<file path="config.mk">
export PLATFORM = sky130hd
export DESIGN_NAME = seg_display_arbiter
export DESIGN_NICKNAME = d
export VERILOG_FILES = /design/src/rtl/seg_display_arbiter.sv
export SDC_FILE = /design/constraint.sdc
export NUM_CORES = 1
export LEC_CHECK = 0
export CAP_MARGIN = 20
export CORE_ASPECT_RATIO = 2
export CORE_UTILIZATION = 30
export CTS_CLUSTER_DIAMETER = 50
export DETAILED_ROUTE_END_ITERATION = 12
export GPL_ROUTABILITY_DRIVEN = 0
export PLACE_DENSITY = 0.63
export SYNTH_ARGS = -nofsm -noshare
export SYNTH_HDL_FRONTEND = slang
export SYNTH_SLANG_ARGS = --single-unit
</file>
<file path="constraint.sdc">
create_clock -name clk -period 4.1 [get_ports clk]
set_input_delay 0.615 -clock clk [delete_from_list [all_inputs] [get_ports clk]]
set_output_delay 0.615 -clock clk [all_outputs]
set_load 0.03 [all_outputs]
</file>
<file path="src/rtl/seg_display_arbiter.sv">
// Round-robin writer arbitration for the shared 7-segment display register,
// with a post-grant hold window and a free-running digit-scan tick.
module seg_display_arbiter #(
   parameter int unsigned HOLD_CYCLES = 16,
   parameter int unsigned SCAN_DIV    = 4,
   parameter logic [31:0] DEFAULT_VAL = 32'h0000_0000
) (
   input  logic        clk,
   input  logic        reset,
   input  logic        req0,
   input  logic [31:0] din0,
   output logic        gnt0,
   input  logic        req1,
   input  logic [31:0] din1,
   output logic        gnt1,
   output logic [31:0] disp_data,
   output logic        disp_we,
   output logic        disp_addr,
   output logic [1:0]  owner,
   output logic        scan_tick
);

   localparam int HW = (HOLD_CYCLES > 1) ? $clog2(HOLD_CYCLES) : 1;
   localparam int SW = $clog2(SCAN_DIV);
   localparam logic [HW-1:0] HOLD_LOAD = HW'(HOLD_CYCLES - 1);
   localparam logic [SW-1:0] SCAN_PRE  = SW'(SCAN_DIV - 2);
   localparam logic [SW-1:0] SCAN_LAST = SW'(SCAN_DIV - 1);

   typedef enum logic [1:0] {
      IDLE  = 2'b00,
      GRANT = 2'b01,
      HOLD  = 2'b10
   } state_t;

   state_t        state_q, state_d;
   logic [HW-1:0] hold_q, hold_d;
   logic [SW-1:0] scan_q;
   logic          last_q, last_d;
   logic [1:0]    owner_d;
   logic          gnt0_d, gnt1_d, we_d;
   logic [31:0]   data_d;

   logic arb_valid, arb_id;
   logic own_id, own_req, oth_req;
   logic take, take_id;

   // Tie goes to whoever was not served last
   assign arb_valid = req0 | req1;
   assign arb_id    = (req0 & req1) ? ~last_q : req1;

   assign own_id  = owner[1];
   assign own_req = own_id ? req1 : req0;
   assign oth_req = own_id ? req0 : req1;

   always_comb begin
      state_d = state_q;
      hold_d  = hold_q;
      last_d  = last_q;
      owner_d = owner;
      gnt0_d  = 1'b0;
      gnt1_d  = 1'b0;
      we_d    = 1'b0;
      data_d  = disp_data;
      take    = 1'b0;
      take_id = arb_id;
      unique case (state_q)
         IDLE: begin
            if (arb_valid) take = 1'b1;
         end
         GRANT: begin
            state_d = HOLD;
         end
         HOLD: begin
            if (own_req && !oth_req) begin
               take    = 1'b1;
               take_id = own_id;
            end else if (hold_q == '0) begin
               if (arb_valid) take = 1'b1;
               else state_d = IDLE;
            end else begin
               hold_d = hold_q - HW'(1);
            end
         end
         default: begin
            state_d = IDLE;
            owner_d = 2'b00;
         end
      endcase
      if (owner == 2'b11) begin
         take    = 1'b0;
         state_d = IDLE;
         owner_d = 2'b00;
      end
      if (take) begin
         state_d = GRANT;
         hold_d  = HOLD_LOAD;
         last_d  = take_id;
         owner_d = take_id ? 2'b10 : 2'b01;
         gnt0_d  = ~take_id;
         gnt1_d  = take_id;
         we_d    = 1'b1;
         data_d  = take_id ? din1 : din0;
      end
   end

   always_ff @(posedge clk) begin
      if (!reset) begin
         state_q   <= IDLE;
         hold_q    <= '0;
         last_q    <= 1'b1;
         owner     <= 2'b00;
         gnt0      <= 1'b0;
         gnt1      <= 1'b0;
         disp_we   <= 1'b0;
         disp_data <= DEFAULT_VAL;
      end else begin
         state_q   <= state_d;
         hold_q    <= hold_d;
         last_q    <= last_d;
         owner     <= owner_d;
         gnt0      <= gnt0_d;
         gnt1      <= gnt1_d;
         disp_we   <= we_d;
         disp_data <= data_d;
      end
   end

   assign disp_addr = disp_we;

   // Tick is registered one count early so it lines up with SCAN_LAST
   always_ff @(posedge clk) begin
      if (!reset) begin
         scan_q    <= '0;
         scan_tick <= 1'b0;
      end else begin
         scan_q    <= (scan_q == SCAN_LAST) ? '0 : scan_q + SW'(1);
         scan_tick <= (scan_q == SCAN_PRE);
      end
   end

endmodule

</file>
==> out/qor.txt, run 1 <==
worst-path fanout max -> 19
fin crit period -> 2.593 ns
FFs w/ async S/R, synth -> 0%
Worst Tran Pin Value -> 0.7735 ns
Num Clock Sinks -> 47
HPWL Detailed -> 4150 um
Buf/Inv on CP -> 2
CTS max path bufs -> 2
initial antenna violation count -> 0
grt total ovfl -> 0
H-tree depth -> 2
Max Slew Vio Count -> 0
clk_lat worst skew -> 0.28 ns
Die H -> 121.7 um
Netlist cell types -> 34
DR vias -> 1918
share of the yosys chip area belonging to registers -> 43.80%
CP startpoint kind -> input pin
Syn Area/Cell -> 10.13 um2
vias per cell -> 4.771
count of final setup violators -> 0
count of final hold-check violations -> 0
Initial Utilization -> 30.95%
Reg clk slew, reported paths -> 0.06 ns
synthesis-to-finish area growth -> 58.42%
number of inserted diodes -> 0
most common cell in the netlist -> dfxtp_1
HP Class -> flop to flop
I/O Pins -> 107
Period Utilization, post-route -> 63.24%
die area -> 7524 um2
worst path arrival time -> 2.76 ns
syn nets -> 283
Cell Count Post-Placement -> 394
largest net degree at the start of global routing -> 71
Max Cap Viol -> 0
Syn. warnings -> 0
Slowest cell on crit path -> a21boi_4
DR WL/cell -> 13.94 um
Lkg Pwr -> 1.594 nW
fin area -> 3403 um2
top post-synthesis cells by count -> dfxtp_1 (47), nand2_1 (36), mux2i_1 (33)
nets -> 382
CP Cell Sequence -> clkdlybuf4s50_1, a21boi_4, buf_4, mux2i_1, nand2_1, o211a_1
Clock Skew -> 0.003252 ns
TritonCTS buffer count -> 5
top_reg_cell synth -> dfxtp_1
Post-Route WL -> 5602 um
die span in x -> 61.84 um
Area contributors post-synth -> dfxtp_1 (44%), mux2i_1 (15%), o211a_1 (15%)
Setup Fix Bufs, Post-CTS -> 0
setup TNS -> 0 ns
Post-Layout Cell Count -> 402
router iterations before antenna repair -> 4
row count -> 43
1st-iter DRT viols -> 80
Root Driver -> clkbuf_16
first-pass GRT wire length -> 8804 um
Max Freq -> 385.7 MHz
Mapped Cells -> 212
DRC Markers -> 0
required time of the critical path -> 4.27 ns
number of port buffers -> 106
CTS tree -> built
FF+latch count, synth -> 47
number of synthesized flops with an enable pin -> 0
WS Path Type -> input pin to flop
DRT antenna net count -> 0
number of global-route vias before repair -> 1919
Netlist Area Pre-Place -> 2148 um2
Crit. End Element -> flop
CP peak stage delay -> 0.67 ns
Cell Area, Placed -> 3266 um2
Synth top area share -> 43.80%
hold_buf cts -> 0
crit-path leading delay family -> buffers and inverters
Power Density -> 412.3 nW/um2
Pwr Total -> 1.403 mW
area leader, netlist -> dfxtp_1
reg2reg setup slack -> 1.72 ns
Max VDD drop -> 220.5 uV
RSZ-0062 raised after global routing -> no
total track usage -> 16.05%
cts repair resizes -> 0
outcome -> finished clean
relative slew slack -> 48.30%
Core Footprint -> 6940 um2
share of cells above drive strength 1 -> 3.846%
## kinds of logic (layout without fill, tap and decap cells)
kind of cell               Yosys count  in the layout  share of synthesized area (%)
and+or+nand+nor                     55             55                          11.36
AOI/OAI and AO/OA                   48             48                          21.61
DFF                                 47             47                          43.80
muxes                               34             34                          15.90
buffers and inverters               25            125                          5.591
adders and majority gates            3              3                          1.747
## state kept, by name (all words and copies together), names as in the netlist
register	count
gnt0	1
owner	2
scan_tick	1
disp_data	32
last_q	1
hold_q	4
disp_addr	1
scan_q	2
state_q	2
gnt1	1
## metal layers
layer | wire [um] | share of wire, % | vias up | track usage [%]
met5 | 0 | 0 | - | 0
li1 | - | - | 960 | -
met1 | 2073 | 37 | 894 | 16.36
met3 | 149 | 2.7 | 12 | 2.866
met4 | 210 | 3.7 | 0 | 8.194
met2 | 3169 | 57 | 52 | 29.23
## per-stage QoR
stage | hold WS (ns) | worst slack [ns] | util (%)
finish | 0.4529 | 1.507 | 49.04
global route | 0.4692 | 1.324 | 49.04
CTS | 0.4494 | 1.476 | 49.04
detailed placement | 0.4397 | 1.204 | 47.05
global placement | 0.4260 | 1.232 | 47.05
floorplan | 0.4173 | 2.219 | -
## layout by cell type (no fill, tap or decap), types with 3 or more instances in the layout
cell type	netlist	routed
inv_1	8	8
clkdlybuf4s50_1	0	106
o31a_1	4	4
and2_1	3	3
mux2i_1	33	33
nor2_1	5	5
buf_4	2	3
clkbuf_16	0	5
o211a_1	32	32
nand2_1	36	36
dfxtp_1	47	47
ha_1	3	3
## power by group
part | switching (mW) | internal (mW)
Combinational | 0.242 | 0.222
Clock | 0.159 | 0.225
Sequential | 0.0353 | 0.519
## path summary, 6_finish.rpt
check,start,end,cells past startpoint
worst max register to register,hold_q[0],owner[0],7
worst max-delay path,req1,disp_data[14],6
worst min-delay path,scan_q[0],scan_q[0],1
worst min register to register,scan_q[0],scan_q[0],1
## area by class of cell
cell class | count | area (um2)
fillers | 672 | 3537
multi-input cells | 140 | 1099
repair buffers | 109 | 1084
flip-flops and latches | 47 | 940.9
clock buffers | 7 | 132.6
well taps | 90 | 112.6
inverters | 8 | 30.03
clock inverters | 1 | 5.005
## worst reg2reg max path: cells and delay by family (launching register included)
family / cells / cell delay [ns]
flops: 1 / 0.31
compound gates: 2 / 0.42
buf+inv: 2 / 0.65
simple gates: 2 / 0.71
fa+ha+maj: 1 / 0.20
(Power assumes the default switching activity.)
==> inputs of run 2 (changes only) <==
PLACE_DENSITY = 0.65   (was 0.63)
clock period = 2.3 ns   (was 4.1 ns; I/O delays follow)
==> run 2 against run 1 <==
Combinational power increased by 90%. Highest routed layer unchanged. Clock skew hardly changed. First-iteration DRC count down 49%. Critical path type is now flop to flop. Non-clock buffer count grew 8. Critical endpoint is now disp_data[17]. Power rose by 93%. Flip-flop and latch count is the same.
==> out/qor.txt, run 2 (synthesis gave the netlist of run 1 again) <==
Max VDD drop -> 527.8 uV
number of inserted diodes -> 0
Reg clk slew, reported paths -> 0.06 ns
Place WS -> 0.1372 ns
number of global-route vias before repair -> 1989
DRC Markers -> 0
RSZ-0062 raised after global routing -> no
CTS max path bufs -> 2
Pwr Total -> 2.703 mW
TritonCTS buffer count -> 5
required time of the critical path -> 2.47 ns
WS Path Type -> flop to flop
fin crit period -> 2.022 ns
hold_buf cts -> 0
Die H -> 121.7 um
final core occ -> 51.14%
WHS -> 0.4498 ns
Root Driver -> clkbuf_16
Cell Area, Placed -> 3376 um2
Lkg Pwr -> 1.670 nW
Num Clock Sinks -> 47
clk_lat worst skew -> 0.28 ns
Core Footprint -> 6940 um2
synthesis-to-finish area growth -> 65.23%
outcome -> finished clean
Max Cap Viol -> 0
nets -> 390
Crit. End Element -> flop
router iterations before antenna repair -> 3
Max Slew Vio Count -> 0
I/O Pins -> 107
initial antenna violation count -> 0
fin area -> 3550 um2
die area -> 7524 um2
max FFs per register -> 32
share of cells above drive strength 1 -> 6.875%
total track usage -> 16.06%
Final WS setup -> 0.2785 ns
Slowest cell on crit path -> or3b_1
die span in x -> 61.84 um
vias per cell -> 4.778
CP startpoint kind -> flop
Max Freq -> 494.7 MHz
HP Class -> flop to flop
DR WL/cell -> 13.75 um
Cell Count Post-Placement -> 402
CP peak stage delay -> 0.43 ns
DR vias -> 1959
Post-Route WL -> 5639 um
most common cell after layout, fill and taps aside -> clkdlybuf4s50_1
Setup Fix Bufs, Post-CTS -> 0
largest net degree at the start of global routing -> 38
H-tree depth -> 2
Power Density -> 761.6 nW/um2
largest registers -> disp_data x32, hold_q x4
CTS tree -> built
largest reg by FF count -> disp_data
1st-iter DRT viols -> 41
worst path arrival time -> 2.19 ns
Clock Skew -> 0.003441 ns
relative slew slack -> 66.42%
CP Cell Sequence -> inv_1, ha_1, or3b_1, a311oi_4, buf_4, buf_12, nand2_1, o211a_1
Period Utilization, post-route -> 87.89%
fillers -> 641
first-pass GRT wire length -> 8873 um
row count -> 43
HPWL Detailed -> 4320 um
commonest cells after routing, fill and taps aside -> clkdlybuf4s50_1 (106), dfxtp_1 (47), nand2_1 (36), mux2i_1 (33), o211a_1 (32)
setup TNS -> 0 ns
count of final setup violators -> 0
Initial Utilization -> 30.95%
DRT antenna net count -> 0
Worst Tran Pin Value -> 0.5021 ns
Post-Layout Cell Count -> 410
reg2reg setup slack -> 0.28 ns
count of final hold-check violations -> 0
worst-path fanout max -> 19
grt total ovfl -> 0
cts repair resizes -> 0
number of port buffers -> 106
-- run 2: changes by cell type in the layout (fill, tap and decap cells not counted) --
cell       before  now
buf_4           3    7
bufinv_16       0    1
clkbuf_8        0    1
clkbuf_1        2    0
buf_12          0    4
-- run 2: path summary, 6_finish.rpt --
path	startpoint	endpoint	depth (start not counted)
max reg2reg	hold_q[0]	disp_data[17]	8
min reg2reg	scan_q[0]	scan_q[0]	1
max	hold_q[0]	disp_data[17]	8
min	scan_q[0]	scan_q[0]	1
-- run 2: critical path: cells and delay by family, from the launching register on --
kind                       cells  cell delay, ns
buffers and inverters          3            0.45
AOI/OAI and AO/OA              2            0.47
adders and majority gates      1            0.20
and+or+nand+nor                2            0.49
DFF                            1            0.31
-- run 2: routing by layer --
metal / track usage (%) / share of wire [%]
met5: 0 / 0
met3: 2.654 / 3.1
met4: 9.722 / 4.0
met1: 14.82 / 36
met2: 30.24 / 57
-- run 2: cell type report --
type / count / area, um2 / area share, %
multi-input combinational: 140 / 1099 / 30.95
sequential: 47 / 940.9 / 26.51
tap: 90 / 112.6 / 3.172
timing repair buffer: 117 / 1194 / 33.63
clock buffer: 6 / 138.9 / 3.913
inverter: 8 / 30.03 / 0.8460
clock inverter: 2 / 35.03 / 0.9870
-- run 2: where the power goes --
group,switching [mW],internal [mW],leakage [nW],total [mW]
clock,0.296,0.540,0.0868,0.836
sequential,0.0604,0.925,0.391,0.986
combinational,0.442,0.440,1.19,0.882
total,0.798,1.91,1.67,2.70
